==> config.mk <==
export PLATFORM = sky130hd
export DESIGN_NAME = cnt_seq_ctrl_flat
export DESIGN_NICKNAME = d
export VERILOG_FILES = /design/src/rtl/cnt_seq_ctrl_if.sv /design/src/rtl/cnt_seq_ctrl.sv /design/src/flat_wrapper.sv
export SDC_FILE = /design/constraint.sdc
export NUM_CORES = 1
export LEC_CHECK = 0
export CAP_MARGIN = 20
export CORE_ASPECT_RATIO = 2
export CORE_UTILIZATION = 39
export CTS_CLUSTER_DIAMETER = 40
export DETAILED_ROUTE_END_ITERATION = 8
export GPL_ROUTABILITY_DRIVEN = 0
export GPL_TIMING_DRIVEN = 0
export MAX_ROUTING_LAYER = met4
export PLACE_DENSITY = 0.78
export SETUP_SLACK_MARGIN = 0.1
export SLEW_MARGIN = 20
export SYNTH_ARGS = -nofsm -noshare
export SYNTH_HDL_FRONTEND = slang
export SYNTH_SLANG_ARGS = --single-unit
==> constraint.sdc <==
create_clock -name i_clk -period 2.1 [get_ports i_clk]
set_clock_uncertainty 0.2 [all_clocks]
set_input_delay 0.42 -clock i_clk [delete_from_list [all_inputs] [get_ports i_clk]]
set_output_delay 0.42 -clock i_clk [all_outputs]
set_load 0.01 [all_outputs]
==> src/rtl/cnt_seq_ctrl_if.sv <==
// Command port of the counter sequencer: one job per
// valid/ready transfer, payload held by the master until accepted.
interface cnt_seq_ctrl_if #(
  parameter int N = 8,
  parameter int R = 4
);
  logic         i_cmd_valid;
  logic         o_cmd_ready;
  logic [N-1:0] i_cmd_start;
  logic [N-1:0] i_cmd_end;
  logic         i_cmd_dir;
  logic [R-1:0] i_cmd_reps;

  modport master (
    output i_cmd_valid,
    output i_cmd_start,
    output i_cmd_end,
    output i_cmd_dir,
    output i_cmd_reps,
    input  o_cmd_ready
  );

  modport slave (
    input  i_cmd_valid,
    input  i_cmd_start,
    input  i_cmd_end,
    input  i_cmd_dir,
    input  i_cmd_reps,
    output o_cmd_ready
  );
endinterface

==> src/rtl/cnt_seq_ctrl.sv <==
// Job sequencer for the up/down counter: load start, step to
// end, repeat the pass rep times, then pulse done.
module cnt_seq_ctrl #(
  parameter int N = 8,
  parameter int R = 4
) (
  input  logic         i_clk,
  input  logic         i_rstn,
  cnt_seq_ctrl_if.slave cmd,
  input  logic         i_pause,
  input  logic         i_abort,
  input  logic [N-1:0] i_cnt_value,
  output logic         o_cnt_en,
  output logic         o_cnt_load,
  output logic         o_cnt_dir,
  output logic [N-1:0] o_cnt_data,
  output logic         o_busy,
  output logic         o_done,
  output logic         o_aborted
);

  localparam logic [1:0] S_IDLE = 2'd0;
  localparam logic [1:0] S_LOAD = 2'd1;
  localparam logic [1:0] S_RUN  = 2'd2;
  localparam logic [1:0] S_DONE = 2'd3;

  logic [1:0]   state_q, state_d;
  logic [N-1:0] start_q, start_d;
  logic [N-1:0] end_q, end_d;
  logic         dir_q, dir_d;
  logic [R-1:0] rep_q, rep_d;
  logic         abort_q, abort_d;

  logic is_idle;
  logic is_load;
  logic is_run;
  logic is_done;
  logic at_end;
  logic accept;

  assign is_idle = (state_q == S_IDLE);
  assign is_load = (state_q == S_LOAD);
  assign is_run  = (state_q == S_RUN);
  assign is_done = (state_q == S_DONE);

  assign at_end = (i_cnt_value == end_q);
  assign accept = is_idle && cmd.i_cmd_valid;

  always_comb begin
    state_d = state_q;
    start_d = start_q;
    end_d   = end_q;
    dir_d   = dir_q;
    rep_d   = rep_q;
    abort_d = abort_q;
    unique case (1'b1)
      is_idle: begin
        if (accept) begin
          start_d = cmd.i_cmd_start;
          end_d   = cmd.i_cmd_end;
          dir_d   = cmd.i_cmd_dir;
          rep_d   = cmd.i_cmd_reps;
          abort_d = 1'b0;
          state_d = S_LOAD;
        end
      end
      is_load: begin
        if (i_abort) begin
          abort_d = 1'b1;
          state_d = S_DONE;
        end else begin
          state_d = S_RUN;
        end
      end
      is_run: begin
        // abort wins over end-match, end-match over pause
        if (i_abort) begin
          abort_d = 1'b1;
          state_d = S_DONE;
        end else if (at_end) begin
          if (rep_q == '0) begin
            state_d = S_DONE;
          end else begin
            rep_d   = rep_q - R'(1);
            state_d = S_LOAD;
          end
        end
      end
      is_done: begin
        abort_d = 1'b0;
        state_d = S_IDLE;
      end
      default: begin
        state_d = S_IDLE;
      end
    endcase
  end

  always_ff @(posedge i_clk) begin
    if (!i_rstn) begin
      state_q <= S_IDLE;
      start_q <= '0;
      end_q   <= '0;
      dir_q   <= 1'b0;
      rep_q   <= '0;
      abort_q <= 1'b0;
    end else begin
      state_q <= state_d;
      start_q <= start_d;
      end_q   <= end_d;
      dir_q   <= dir_d;
      rep_q   <= rep_d;
      abort_q <= abort_d;
    end
  end

  // every output is forced low while reset is held
  logic run_step;

  assign run_step = is_run && !i_pause && !at_end;

  assign cmd.o_cmd_ready = i_rstn && is_idle;

  assign o_cnt_load = i_rstn && is_load && !i_abort;
  assign o_cnt_en   = i_rstn && !i_abort
                      && (is_load || run_step);
  assign o_cnt_dir  = i_rstn && dir_q;
  assign o_cnt_data = i_rstn ? start_q : '0;

  assign o_busy    = i_rstn && (is_load || is_run);
  assign o_done    = i_rstn && is_done;
  assign o_aborted = i_rstn && is_done && abort_q;

endmodule
==> src/flat_wrapper.sv <==
// flat-port wrapper written by rule: the top's interface ports become plain ports
module cnt_seq_ctrl_flat 
#(
  parameter int N = 8,
  parameter int R = 4
)
  (i_clk, i_rstn, i_pause, i_abort, i_cnt_value, o_cnt_en, o_cnt_load, o_cnt_dir, o_cnt_data, o_busy, o_done, o_aborted, cmd_i_cmd_valid, cmd_i_cmd_start, cmd_i_cmd_end, cmd_i_cmd_dir, cmd_i_cmd_reps, cmd_o_cmd_ready);
  cnt_seq_ctrl_if #(.N(N), .R(R)) cmd_i ();
  input  logic i_clk;
  input  logic i_rstn;
  input  logic i_pause;
  input  logic i_abort;
  input  logic [N-1:0] i_cnt_value;
  output logic o_cnt_en;
  output logic o_cnt_load;
  output logic o_cnt_dir;
  output logic [N-1:0] o_cnt_data;
  output logic o_busy;
  output logic o_done;
  output logic o_aborted;
  input wire logic [$bits(cmd_i.i_cmd_valid)-1:0] cmd_i_cmd_valid;
  input wire logic [$bits(cmd_i.i_cmd_start)-1:0] cmd_i_cmd_start;
  input wire logic [$bits(cmd_i.i_cmd_end)-1:0] cmd_i_cmd_end;
  input wire logic [$bits(cmd_i.i_cmd_dir)-1:0] cmd_i_cmd_dir;
  input wire logic [$bits(cmd_i.i_cmd_reps)-1:0] cmd_i_cmd_reps;
  output wire logic [$bits(cmd_i.o_cmd_ready)-1:0] cmd_o_cmd_ready;
  assign cmd_i.i_cmd_valid = cmd_i_cmd_valid;
  assign cmd_i.i_cmd_start = cmd_i_cmd_start;
  assign cmd_i.i_cmd_end = cmd_i_cmd_end;
  assign cmd_i.i_cmd_dir = cmd_i_cmd_dir;
  assign cmd_i.i_cmd_reps = cmd_i_cmd_reps;
  assign cmd_o_cmd_ready = cmd_i.o_cmd_ready;
  cnt_seq_ctrl #(.N(N), .R(R)) u_core (.i_clk(i_clk), .i_rstn(i_rstn), .cmd(cmd_i), .i_pause(i_pause), .i_abort(i_abort), .i_cnt_value(i_cnt_value), .o_cnt_en(o_cnt_en), .o_cnt_load(o_cnt_load), .o_cnt_dir(o_cnt_dir), .o_cnt_data(o_cnt_data), .o_busy(o_busy), .o_done(o_done), .o_aborted(o_aborted));
endmodule
# Word level (Yosys, flattened, before mapping)
# Index checks and enable logic that the tools add are counted.
[totals]
regBits = 24
latch_bits = 0
mem_bits_rw = 0
romBits = 0
inputBits = 34
output_inout_bits = 15
wordCells = 58
memories = 0
[op_classes]
n_addsub = 1
n_mul = 0
div_mod_pow = 0
magnitude_cmp = 0
n_eq_ne = 10
shift = 0
mux = 15
bitwise = 0
n_reduce_logical = 26
[ops]
columns = ["operator", "n"]
rows = [
  ["$mux W4", 4],
  ["$logic_and A1 B1 Y1", 12],
  ["$eq A8 B8 Y1", 1],
  ["$mux W2", 4],
  ["$mux W8", 1],
  ["$ne A2 B2 Y1 const B", 4],
  ["$pmux W4 S2", 1],
  ["$pmux W2 S3", 1],
  ["$reduce_and A5 Y1", 1],
  ["$eq A2 B2 Y1 const B", 2],
  ["$logic_not A4 Y1", 1],
  ["$reduce_and A2 Y1", 2],
  ["$sub A4 B1 Y4 const B", 1],
  ["$logic_not A1 Y1", 3],
  ["$mux W1", 3],
  ["$ne A3 B3 Y1 const B", 1],
  ["$pmux W1 S3", 1],
  ["$reduce_and A3 Y1", 1],
  ["$reduce_bool A3 Y1", 1],
  ["$eq A2 B1 Y1 const B", 1],
  ["$logic_not A2 Y1", 1],
  ["$logic_or A1 B1 Y1", 2],
  ["$ne A2 B1 Y1 const B", 1],
  ["$reduce_bool A2 Y1", 1],
  ["$reduce_or A2 Y1", 1],
]

# Logic depth before layout (Yosys ltp)
# Gate-level depths: netlist of the first run.
[logic_depth]
ltp_word = 5
ltp_mapped = 7
depth_no_buf = 7

# Worst setup path after synthesis of the first run
# OpenSTA, ideal clock, no wires.
[synth_path]
path_kind = "reg2out"
from = "register u_core.state_q[0]"
to = "output port o_cnt_en"
arrival_ns = 1.658
required_time_ns = 1.480
path_slack_ns = -0.178
stages_incl_launch_ff = 8
path_buffers = 1
cell_sequence = "dfxtp_1 inv_1 ha_1 inv_1 clkbuf_1 a21oi_1 a21oi_1 nor3_1"
[synth_between]
elab_chain_len = 5
word_cells_on_any_way = 6
classes_between = "eq/ne: 2; reduce/logical: 4"
[synth_lines]
columns = ["item", "line_no", "rtl"]
rows = [
  ["start, declared", "cnt_seq_ctrl.sv:27", "logic [1:0] state_q, state_d;"],
  ["start signal, assigned", "cnt_seq_ctrl.sv:108", "state_q <= state_d;"],
  ["$eq A2 B2 Y1", "cnt_seq_ctrl.sv:43", "assign is_run = (state_q == S_RUN);"],
  ["$logic_and A1 B1 Y1 (2 in series)", "cnt_seq_ctrl.sv:120", "assign run_step = is_run && !i_pause && !at_end;"],
  ["$logic_or A1 B1 Y1 *", "cnt_seq_ctrl.sv:126", "&& (is_load || run_step);"],
  ["$logic_and A1 B1 Y1 *", "cnt_seq_ctrl.sv:126", ""],
  ["end, declared", "flat_wrapper.sv:14", "output logic o_cnt_en;"],
]
# Mark *: on every way between the ends. The rest lies on a longest branch, timed or not.

# Worst setup path after layout of the first run
[layout_path]
from = "register u_core.rep_q[0]"
to = "register u_core.rep_q[3]"
[layout_between]
elab_chain_len = 5
word_cells_on_any_way = 8
classes_between = "add/sub: 1; eq/ne: 1; mux: 4; reduce/logical: 2"
[layout_lines]
columns = ["item", "line_no", "rtl"]
rows = [
  ["start, declared", "cnt_seq_ctrl.sv:31", "logic [R-1:0] rep_q, rep_d;"],
  ["start signal, assigned", "cnt_seq_ctrl.sv:112", "rep_q <= rep_d;"],
  ["$sub A4 B1 Y4", "cnt_seq_ctrl.sv:84", "rep_d = rep_q - R'(1);"],
  ["$mux W4", "cnt_seq_ctrl.sv:81", "if (rep_q == '0) begin"],
  ["$mux W4", "cnt_seq_ctrl.sv:80", "end else if (at_end) begin"],
  ["$mux W4", "cnt_seq_ctrl.sv:77", "if (i_abort) begin"],
  ["$pmux W4 S2", "cnt_seq_ctrl.sv:56", "unique case (1'b1)"],
]
# Several ways; a longest one is shown, not always the timed one. The select of a mux whose other input is x is not followed.
# A chain may end at the register's enable or synchronous reset.

==> results of run 1 <==
==> worst max-delay path: cells and delay by family (launching register included) <==
| family | cells | cell delay, ns |
|---|---|---|
| AOI/OAI and AO/OA | 3 | 0.91 |
| adders and majority gates | 1 | 0.22 |
| buffers and inverters | 1 | 0.06 |
| DFF | 1 | 0.40 |
| and+or+nand+nor | 2 | 0.36 |
==> power by group through the flow <==
stage / logic, mW / registers (mW) / clock network (mW)
3_5_place_dp: 0.844 / 0.665 / 0
6_report: 0.946 / 0.694 / 0.268
3_3_place_gp: 0.833 / 0.659 / 0
2_1_floorplan: 0.579 / 0.642 / 0
4_1_cts: 0.919 / 0.678 / 0.270
5_1_grt: 1.06 / 0.712 / 0.289
==> metal layers <==
| metal | part of all wire | global-route usage |
|---|---|---|
| met1 | 0.38 | 0.226 |
| met2 | 0.58 | 0.361 |
| met3 | 0.019 | 0.0152 |
| met4 | 0.022 | 0.0824 |
| met5 | 0 | - |
==> placed cells by master (no fill, tap or decap), types with 2 or more instances in the layout <==
master | Yosys | final
nand2_1 | 37 | 36
clkdlybuf4s50_1 | 0 | 27
a21oi_1 | 23 | 21
dfxtp_1 | 24 | 18
and2_1 | 13 | 13
dlygate4sd2_1 | 0 | 10
xor2_2 | 0 | 8
inv_1 | 8 | 5
clkbuf_2 | 0 | 5
o21ai_0 | 5 | 5
clkbuf_8 | 0 | 4
nor2_1 | 4 | 4
buf_4 | 0 | 4
dfxtp_2 | 0 | 4
clkbuf_1 | 7 | 3
ha_4 | 0 | 3
buf_2 | 0 | 3
inv_2 | 0 | 2
nor3b_1 | 3 | 2
nor4_4 | 0 | 2
nor2b_1 | 2 | 2
o311ai_0 | 2 | 2
o41ai_1 | 2 | 2
o31ai_1 | 2 | 2
ha_1 | 5 | 2
clkdlybuf4s15_2 | 0 | 2
clkdlybuf4s15_1 | 0 | 2
dfxtp_4 | 0 | 2
==> cells by family after synthesis <==
logic type / count (synthesis)
flip-flops: 24
adder cells (fa/ha/maj): 5
XOR/XNOR: 8
AO/OA/AOI/OAI: 43
buffers and inverters: 16
AND/OR/NAND/NOR: 66
==> layout make-up <==
| cell class | instances | area [um^2] |
|---|---|---|
| well taps | 31 | 38.8 |
| inverters | 8 | 32.5 |
| plain buffers | 8 | 58.8 |
| multi-input cells | 122 | 880 |
| repair buffers | 51 | 460 |
| clock buffers | 3 | 41.3 |
| flip-flops and latches | 24 | 493 |
| fillers | 297 | 1150 |
==> registers in the layout, summed over array words and instances, names as in the netlist <==
| signal | flops |
|---|---|
| u_core.abort_q | 1 |
| u_core.dir_q | 1 |
| u_core.state_q | 2 |
| u_core.start_q | 8 |
| u_core.end_q | 8 |
| u_core.rep_q | 4 |
==> through the flow <==
stage                     total power [mW]  cells  utilization  TNS (ns)  cell area (um^2)
after floorplan                       1.22    162            -         0              1320
after global placement                1.49    241        0.582    -11.17              1840
after detailed placement              1.51    241        0.582    -11.19              1840
after CTS                             1.87    247        0.631    -0.174              1990
after global routing                  2.06    247        0.635    -0.751              2000
final                                 1.91    247        0.635    -0.308              2000
==> worst min-delay path by stage <==
stage / startpoint / end / cells past startpoint / slack [ns]
2_1_floorplan: u_core.dir_q$_SDFFE_PN0P_ / u_core.dir_q$_SDFFE_PN0P_ / 2 / 0.23
3_3_place_gp: u_core.start_q[1]$_SDFFE_PN0P_ / u_core.start_q[1]$_SDFFE_PN0P_ / 2 / 0.24
3_5_place_dp: u_core.start_q[0]$_SDFFE_PN0P_ / u_core.start_q[0]$_SDFFE_PN0P_ / 2 / 0.24
4_1_cts: u_core.start_q[0]$_SDFFE_PN0P_ / u_core.start_q[0]$_SDFFE_PN0P_ / 2 / 0.25
5_1_grt: u_core.start_q[0]$_SDFFE_PN0P_ / u_core.start_q[0]$_SDFFE_PN0P_ / 2 / 0.27
6_report: u_core.start_q[1]$_SDFFE_PN0P_ / u_core.start_q[1]$_SDFFE_PN0P_ / 2 / 0.25
==> repair_timing <==
action	CTS	global route
endpoints found under the setup margin	31	19
buffers inserted	3	0
pin swaps	8	5
resized for setup	69	16
==> reports/qor.csv, run 1 <==
metric,value,unit
Antenna Cells,0,
gr usage total,0.203,
simple-gate portion of the synthesized area,0.255,
CTS Root Cell,clkbuf_8,
failing checks,negative setup slack,
# nets final,257,
"EDFF count, synth",0,
YS warnings,0,
Hold Slack,0.251,ns
slew at the pin closest to its max-slew limit,0.416,ns
"Area growth, synth to finish",56.9,%
Synth area leader,dfxtp_1,
PortBufs,48,
Die Y,82.9,um
Crit. Startpoint,u_core.rep_q[0]$_SDFFE_PN0P_,
Die W,42.5,um
worst endpoint data arrival time,2.22,ns
final setup vio count,3,
Register-to-Register Path Depth,7,
max_cap viols,0,
Reg2Reg Setup Slack,-0.18,ns
vias in the first global route,1284,
Max stage delay on crit path,0.45,ns
Reg2Reg Capture Point,u_core.rep_q[3]$_SDFFE_PN0P_,
largest net degree at the start of global routing,13,
synth cell count leaders,"nand2_1 (37), dfxtp_1 (24), a21oi_1 (23)",
XOR/XNOR Fraction of Synth Area,0.0548,
Max Root-Sink Buffers,2,
Max Slew Vio Count,0,
min Tclk post-route,2.28,ns
multiplexer share of the synthesized area,0,
clk slew on worst S/H paths,0.08,ns
Worst setup SP type,register,
DR vias/cell,5.16,
RSZ-0062 raised after global routing,true,
Pre-antenna DRT Iters,6,
pre-CTS worst setup slack,-0.891,ns
part of the power in combinational logic,0.496,
initial antenna violation count,0,
CTS Buf Count,3,
Gate Count Post-Synth,162,
switching share of total power,0.394,
Critical Path RT,2.03,ns
compound-cell area share of the yosys netlist,0.214,
critical-path cell list,inv_1 -> ha_1 -> nor3b_2 -> o21ai_0 -> nand2_2 -> o311ai_0 -> o41ai_1,
initial DRC count,23,
status,finished with violations,
row cnt,29,
critical path's slowest cell,o311ai_0,
cts hold-fix bufs,0,
"count leader, synth",nand2_1,
"FF+latch count, synth",24,
die area,0.00352,mm^2
Switch Pwr,0.753,mW
clk sinks,24,
Starting Density,0.405,
clk_lat worst skew,0.26,ns
share of the synthesized area in the top cell type,0.376,
Synth area leaders,"dfxtp_1 (38%), nand2_1 (11%), a21oi_1 (9.0%)",
Reg power frac,0.364,
worst min path class,register to register,
Final WS setup,-0.185,ns
final WL,3.44,mm
period utilization,1.09,
wire per inst,13.9,um
Crit Path Max Fanout,7,
peak supply drop,0.679,mV
pwr dens,952,mW/mm^2
crit path capture,u_core.rep_q[3]$_SDFFE_PN0P_,
Slew headroom,0.719,
largest family of logic cells by synthesized area,simple AND/OR/NAND/NOR gates,
io pins,49,
post-route ant nets,0,
"Hold Violations, Final",0,
grt ovf,0,
synthesized area per cell,7.89,um^2
Post-synth top flop,dfxtp_1,
Static Leak,0.814,nW
R2R Path Start,u_core.rep_q[0]$_SDFFE_PN0P_,
via count,1275,
Clock power frac,0.140,
CP endpoint kind,register,
area share of fa/ha/maj cells after synthesis,0.0490,
WS Path Type,register to register,
post-synth cell types,29,
DR DRC count,0,
Int Pwr,1.16,mW
global-route wire length before repair,5.55,mm
asr flop ratio synth,0,
syn_nets,201,
H-tree levels,1,
Post-DP HPWL,2.42,mm
TritonCTS clock tree,yes,
Post-Syn Area,0.00128,mm^2
sequential share of the synthesized area,0.376,
share of cells above drive strength 1,0.227,
f_max,438,MHz
core area,0.00316,mm^2
No activity file was read; power rests on OpenSTA's default activity.
==> run 2, diff against run 1 <==
Settings changed: CTS_CLUSTER_DIAMETER 40 to not set.
==> results of run 2 <==
Same layout as run 1: the final DEF is identical, and so are final timing and power.
==> run 3, diff against run 2 <==
Settings changed: CAP_MARGIN 20 to 0, GPL_ROUTABILITY_DRIVEN 0 to 1.
==> results of run 3 <==
Same layout as run 1: the final DEF is identical, and so are final timing and power.
